<file path="src/rtl/ibex_instr_bus_responder.sv">
// Instruction-fetch bus responder. An in-order request queue sits in front of a
// single-port instruction SRAM with one-cycle read latency; unmapped addresses return errors.
module ibex_instr_bus_responder #(
   parameter logic [31:0] BaseAddr       = 32'h0010_0000,
   parameter int unsigned MemAw          = 14,
   parameter int unsigned MaxOutstanding = 2
) (
   input  logic             clk_i,
   input  logic             rst_ni,
   input  logic             instr_req_i,
   input  logic [31:0]      instr_addr_i,
   output logic             instr_gnt_o,
   output logic             instr_rvalid_o,
   output logic [31:0]      instr_rdata_o,
   output logic             instr_err_o,
   output logic             mem_req_o,
   input  logic             mem_gnt_i,
   output logic [MemAw-1:0] mem_addr_o,
   input  logic [31:0]      mem_rdata_i
);
   localparam int unsigned PtrW = (MaxOutstanding > 1) ? $clog2(MaxOutstanding) : 1;
   localparam int unsigned CntW = $clog2(MaxOutstanding + 1);

   typedef logic [PtrW-1:0] ptr_t;
   typedef logic [CntW-1:0] cnt_t;
   typedef struct packed {
      logic             valid;
      logic             issued;
      logic             err;
      logic [MemAw-1:0] word_addr;
   } entry_t;

   localparam ptr_t LastPtr  = ptr_t'(MaxOutstanding - 1);
   localparam cnt_t Capacity = cnt_t'(MaxOutstanding);

   entry_t queue_q [MaxOutstanding];
   entry_t queue_d [MaxOutstanding];
   ptr_t   wr_ptr_q, wr_ptr_d, iss_ptr_q, iss_ptr_d, rd_ptr_q, rd_ptr_d;
   cnt_t   count_q, count_d;
   logic   inflight_mem_q, inflight_mem_d, inflight_err_q, inflight_err_d;
   logic   active_q;

   logic [31:0] addr_off;
   logic        req_err;
   entry_t      iss_entry;
   logic        iss_pending, issue, resp_pop;

   function automatic ptr_t ptr_inc(input ptr_t p);
      return (p == LastPtr) ? '0 : p + ptr_t'(1);
   endfunction

   // Range check uses wrap-around subtraction so addresses below the base also fault.
   assign addr_off = instr_addr_i - BaseAddr;
   assign req_err  = |(addr_off >> (MemAw + 2));

   assign resp_pop    = inflight_mem_q | inflight_err_q;
   assign instr_gnt_o = instr_req_i & active_q & ((count_q < Capacity) | resp_pop);

   assign iss_entry   = queue_q[iss_ptr_q];
   assign iss_pending = iss_entry.valid & ~iss_entry.issued;
   assign mem_req_o   = iss_pending & ~iss_entry.err;
   assign mem_addr_o  = mem_req_o ? iss_entry.word_addr : '0;
   assign issue       = iss_pending & (iss_entry.err | mem_gnt_i);

   assign instr_rvalid_o = resp_pop;
   assign instr_err_o    = inflight_err_q;
   assign instr_rdata_o  = inflight_mem_q ? mem_rdata_i : '0;

   // NOTE: combinational next-state logic uses blocking assignments with every
   // target given a default first, so no latch can be inferred.
   always_comb begin
      queue_d        = queue_q;
      wr_ptr_d       = wr_ptr_q;
      iss_ptr_d      = iss_ptr_q;
      rd_ptr_d       = rd_ptr_q;
      inflight_mem_d = 1'b0;
      inflight_err_d = 1'b0;

      if (resp_pop) begin
         queue_d[rd_ptr_q].valid = 1'b0;
         rd_ptr_d                = ptr_inc(rd_ptr_q);
      end

      if (issue) begin
         queue_d[iss_ptr_q].issued = 1'b1;
         iss_ptr_d                 = ptr_inc(iss_ptr_q);
         inflight_mem_d            = ~iss_entry.err;
         inflight_err_d            = iss_entry.err;
      end

      // A grant into a full queue reuses the slot being popped, so the write comes last.
      if (instr_gnt_o) begin
         queue_d[wr_ptr_q] = '{valid: 1'b1, issued: 1'b0, err: req_err,
                               word_addr: addr_off[MemAw+1:2]};
         wr_ptr_d          = ptr_inc(wr_ptr_q);
      end

      count_d = count_q + cnt_t'(instr_gnt_o) - cnt_t'(resp_pop);
   end

   // NOTE: the queue is a handful of flops whose valid bits define occupancy,
   // so it is reset along with the pointers rather than left as uninitialised storage.
   always_ff @(posedge clk_i or negedge rst_ni) begin
      if (!rst_ni) begin
         for (int i = 0; i < int'(MaxOutstanding); i++) queue_q[i] <= '0;
         wr_ptr_q       <= '0;
         iss_ptr_q      <= '0;
         rd_ptr_q       <= '0;
         count_q        <= '0;
         inflight_mem_q <= 1'b0;
         inflight_err_q <= 1'b0;
         active_q       <= 1'b0;
      end else begin
         queue_q        <= queue_d;
         wr_ptr_q       <= wr_ptr_d;
         iss_ptr_q      <= iss_ptr_d;
         rd_ptr_q       <= rd_ptr_d;
         count_q        <= count_d;
         inflight_mem_q <= inflight_mem_d;
         inflight_err_q <= inflight_err_d;
         active_q       <= 1'b1;
      end
   end

endmodule

</file>
<file path="config.mk">
export PLATFORM = sky130hd
export DESIGN_NAME = ibex_instr_bus_responder
export DESIGN_NICKNAME = d
export VERILOG_FILES = /design/src/rtl/ibex_instr_bus_responder.sv
export SDC_FILE = /design/constraint.sdc
export NUM_CORES = 1
export LEC_CHECK = 0
export ABC_AREA = 1
export BUFFER_PORTS_ARGS = -buffer_cell sky130_fd_sc_hd__buf_2
export CORE_MARGIN = 4
export CORE_UTILIZATION = 46
export CTS_CLUSTER_SIZE = 30
export DETAILED_ROUTE_END_ITERATION = 6
export PLACE_DENSITY = 0.8
export SKIP_LAST_GASP = 1
export SLEW_MARGIN = 20
export SYNTH_ARGS = -nofsm -noshare
export SYNTH_HDL_FRONTEND = slang
export SYNTH_SLANG_ARGS = --single-unit
</file>
<file path="constraint.sdc">
create_clock -name clk_i -period 1.6 [get_ports clk_i]
set_clock_uncertainty 0.05 [all_clocks]
set_input_delay 0.32 -clock clk_i [delete_from_list [all_inputs] [get_ports clk_i]]
set_output_delay 0.32 -clock clk_i [all_outputs]
set_load 0.005 [all_outputs]
</file>
==> results summary <==
The ratio of routed vias to standard cells came out at 4.45. The run finished, with violations left. The share of final-layout standard cells stronger than drive strength 1 is 47.8%. The die width is 80.9 µm.

The data required time of the worst path is 1.23 ns. The count of cells in the finished layout, fillers not included, comes to 507. The number of pins exceeding their max-slew limit in the final report came out at 0. The number of antenna cells inserted came out at 0. The average footprint of a synthesized cell came out at 7.94 µm². The cell family contributing the most delay on the critical path is simple AND/OR/NAND/NOR gates.

Counting both buffers and inverters, the worst setup path holds a total of 2. The fraction of the yosys area taken by sequential cells came out at 43.0%. Global routing used 17.9% of the available tracks.

The worst hold path begins at instr_addr_i[10]. The launch instance of the worst register-to-register path is iss_ptr_q$_DFFE_PN0P_. Static timing analysis puts the maximum clock frequency at 519 MHz.

The number of global-route vias before repair is 2206. After technology mapping, the gate count stands at 308. The tightest hold margin came out at 0.256 ns. The worst ir drop on vdd came out at 0.000474 V. The latest clock arrival within the worst-skew pair is 0.29 ns. The overall via count from detail_route is 2255.

The number of setup violations in the final report came out at 15. The final setup slack of the worst path came out at -0.327 ns. The number of clock sinks seen by CTS came out at 42. The final routed wirelength across all metal layers came out at 5.91 mm. In this run the remaining antenna-violating nets after routing total 0.

The global placer's final weighted congestion came out at 0.747. The signal on the critical path passes through nand2_1 > nand2_2 > nor2_4 > inv_4 > a21oi_2 > buf_2. In this run the worst setup path terminates at mem_addr_o[9]. The area of the mapped netlist is 2440 µm². The summed negative setup slack over all endpoints is -4.41 ns. The worst register-to-register path ends at iss_ptr_q$_DFFE_PN0P_.

The power density of the placed cells is 599 nW/µm². The number of placed instances with taps included is 489. The remaining design rule violation count is 0. The tightest min-delay check is of the input pin to register type.

In this run the worst setup path begins at iss_ptr_q$_DFFE_PN0P_. STA classifies the critical path startpoint as a register. TritonCTS created 5 clock buffers.

The CTS tree is done. The synthesized design contains 42 register bits. The first detailed-routing pass took 4 iterations. The final reports fail on setup timing. The critical setup path kind is register to primary output.

Setup repair after global routing could not meet its margin everywhere. The CTS root buffer is sky130_fd_sc_hd__clkbuf_8. No sink is reached through more buffers than the 2 on the longest clock path. The routed length per placed instance came out at 11.7 µm. The floorplan step defined a core boundary enclosing 5140 µm². Row generation in the floorplan step produced 26 rows. The number of cells on the critical path came out at 6.

The hold violation total from the final report is 0. The yosys synthesis warning count is 0. The count of distinct cell types in the synthesized netlist is 25. The detailed placer's ending HPWL came out at 4.29 mm.

On the critical path, the stage with the largest delay is an instance of sky130_fd_sc_hd__dfrtp_2. The global-route wire length before repair is 9.10 mm. For this configuration, the core starts out at a cell density of 47.6%. The max-cap check violation count came out at 0. The area overhead of the layout relative to synthesis is 36.9%. The number of H-tree levels is 2. The setup check on the worst reg-to-reg path leaves a slack of 0.07 ns.

The endpoint arrival time on the critical path is 1.56 ns. The share of the clock period used by the worst path is 120%. The worst setup path is captured at a primary output. The leakage power figure is 2.01 nW. The number of cell instances on the worst register-to-register path is 11. The setup slack after placement came out at -0.0762 ns. The largest stage delay on the critical path came out at 0.45 ns.

Clock-pin slew was measured on the worst setup and hold paths at 0.08 ns. The net count of the mapped netlist came out at 378. The pin count of the biggest net entering global routing is 43.

The total number of nets in the final design came out at 506. The number of buffers inserted by port buffering came out at 115. The overflow left after global routing came out at 0. Of all nets on the critical path, the largest fanout is 7. The number of antenna violations at the first check in global routing is 0. The number of top-level design ports came out at 118. The y dimension of the die is 80.9 µm. The number of DRC markers in iteration 0 is 77.

The full die area is 6550 µm². The post-layout minimum cycle time came out at 1.93 ns.
## metal layers
metal | global-route usage (%) | part of all wire, % | up-vias
met4 | 6.93 | 1.7 | 0
met5 | 0 | 0 | -
met2 | 33.9 | 51 | 85
met3 | 4.88 | 8.3 | 9
met1 | 18.5 | 39 | 996
li1 | - | - | 1165
## cell usage in the layout (no fill, tap or decap)
cell type and instances:
sky130_fd_sc_hd__buf_2 115, sky130_fd_sc_hd__nor2_1 12, sky130_fd_sc_hd__nand3_2 2, sky130_fd_sc_hd__inv_6 1, sky130_fd_sc_hd__inv_4 2, sky130_fd_sc_hd__dfrtp_2 3, sky130_fd_sc_hd__ha_1 2, sky130_fd_sc_hd__buf_12 4
sky130_fd_sc_hd__buf_6 2, sky130_fd_sc_hd__nor2_8 1, sky130_fd_sc_hd__nor2_4 3, sky130_fd_sc_hd__a21oi_1 3, sky130_fd_sc_hd__nand2_2 7, sky130_fd_sc_hd__a21oi_2 14, sky130_fd_sc_hd__bufinv_16 1, sky130_fd_sc_hd__conb_1 1
sky130_fd_sc_hd__nand3_1 1, sky130_fd_sc_hd__xnor2_1 2, sky130_fd_sc_hd__clkbuf_1 2, sky130_fd_sc_hd__nand2_4 1, sky130_fd_sc_hd__dfrtp_1 39, sky130_fd_sc_hd__nand3_4 1, sky130_fd_sc_hd__o21ai_0 5, sky130_fd_sc_hd__dlygate4sd3_1 1
sky130_fd_sc_hd__clkinv_4 1, sky130_fd_sc_hd__o21ai_2 28, sky130_fd_sc_hd__xor2_1 1, sky130_fd_sc_hd__inv_1 55, sky130_fd_sc_hd__clkbuf_8 5, sky130_fd_sc_hd__o21ai_4 1, sky130_fd_sc_hd__nand2_1 104, sky130_fd_sc_hd__buf_4 12
sky130_fd_sc_hd__inv_2 5
## cell type report
| type | count | area, µm² |
|---|---|---|
| clock buffers | 7 | 76.3 |
| clock inverters | 1 | 30.0 |
| fillers | 425 | 1790 |
| inverters | 63 | 249 |
| multi-input cells | 189 | 1070 |
| flip-flops and latches | 42 | 1050 |
| well taps | 70 | 87.6 |
| repair buffers | 134 | 778 |
| repair inverters | 1 | 6.26 |
## cells in the mapped netlist
cell type	number	area, µm²
sky130_fd_sc_hd__nand2_1	106	398
sky130_fd_sc_hd__inv_1	58	218
sky130_fd_sc_hd__dfrtp_1	42	1050
sky130_fd_sc_hd__o21ai_2	28	245
sky130_fd_sc_hd__nor2_1	12	45.0
sky130_fd_sc_hd__a21oi_2	10	87.6
sky130_fd_sc_hd__buf_6	9	101
sky130_fd_sc_hd__a21oi_1	7	35.0
sky130_fd_sc_hd__clkbuf_1	5	18.8
sky130_fd_sc_hd__nand2_2	5	31.3
sky130_fd_sc_hd__o21ai_0	5	25.0
sky130_fd_sc_hd__inv_2	3	11.3
sky130_fd_sc_hd__nor2_4	3	33.8
sky130_fd_sc_hd__ha_1	2	25.0
sky130_fd_sc_hd__nand3_1	2	10.0
sky130_fd_sc_hd__xnor2_1	2	17.5
sky130_fd_sc_hd__conb_1	1	3.75
sky130_fd_sc_hd__inv_4	1	6.26
sky130_fd_sc_hd__inv_6	1	8.76
sky130_fd_sc_hd__nand2_4	1	11.3
sky130_fd_sc_hd__nand3_2	1	10.0
sky130_fd_sc_hd__nand3_4	1	17.5
sky130_fd_sc_hd__nor2_8	1	20.0
sky130_fd_sc_hd__o21ai_1	1	5.00
sky130_fd_sc_hd__xor2_1	1	8.76
## registers in the layout, indices dropped and copies added (netlist names)
| name | flops |
|---|---|
| queue_q | 34 |
| count_q | 2 |
| active_q | 1 |
| inflight_mem_q | 1 |
| instr_err_o | 1 |
| iss_ptr_q | 1 |
| rd_ptr_q | 1 |
| wr_ptr_q | 1 |
## cells by family (layout without fill, tap and decap cells)
family	Yosys count	in the layout	synth area share (%)
AO/OA/AOI/OAI	51	51	16.3
XOR/XNOR	3	3	1.07
adder cells (fa/ha/maj)	2	2	1.02
buffers and inverters	77	206	14.9
flip-flops	42	42	43.0
other	1	1	0.153
AND/OR/NAND/NOR	132	132	23.6
## what timing repair did
| action | CTS | global route |
|---|---|---|
| hold endpoints to repair | 42 | 0 |
| pin swaps | 1 | 4 |
| gates cloned | 1 | 0 |
| hold buffers | 1 | 0 |
| setup buffers | 10 | 1 |
| gates resized for setup | 8 | 16 |
| endpoints found under the setup margin | 48 | 35 |
## per-stage QoR
step	total power [mW]	utilization (%)	cell area [µm²]
floorplan	1.11	-	2440
global placement	1.22	60.3	3100
detailed placement	1.22	60.3	3100
CTS	2.04	64.5	3320
global route	2.09	65.1	3350
finish	2.01	65.1	3350
## worst min path at each step
stage / cells past startpoint / to
3_3_place_gp: 2 / queue_q[25]$_DFFE_PN0P_
6_report: 3 / queue_q[25]$_DFFE_PN0P_
5_1_grt: 3 / queue_q[6]$_DFFE_PN0P_
3_5_place_dp: 2 / queue_q[24]$_DFFE_PN0P_
4_1_cts: 3 / queue_q[6]$_DFFE_PN0P_
2_1_floorplan: 0 / active_q$_DFF_PN0_
## power by group
group | switching, mW | internal (mW)
combinational | 0.0673 | 0.0683
clock | 0.342 | 0.467
sequential | 0.00106 | 1.06
total | 0.410 | 1.60
## worst min-delay path: stages
cell,delay [ns]
sky130_fd_sc_hd__buf_2,0.08
sky130_fd_sc_hd__inv_1,0.05
sky130_fd_sc_hd__o21ai_2,0.12
Note: power is estimated with default switching activity, not from simulation.
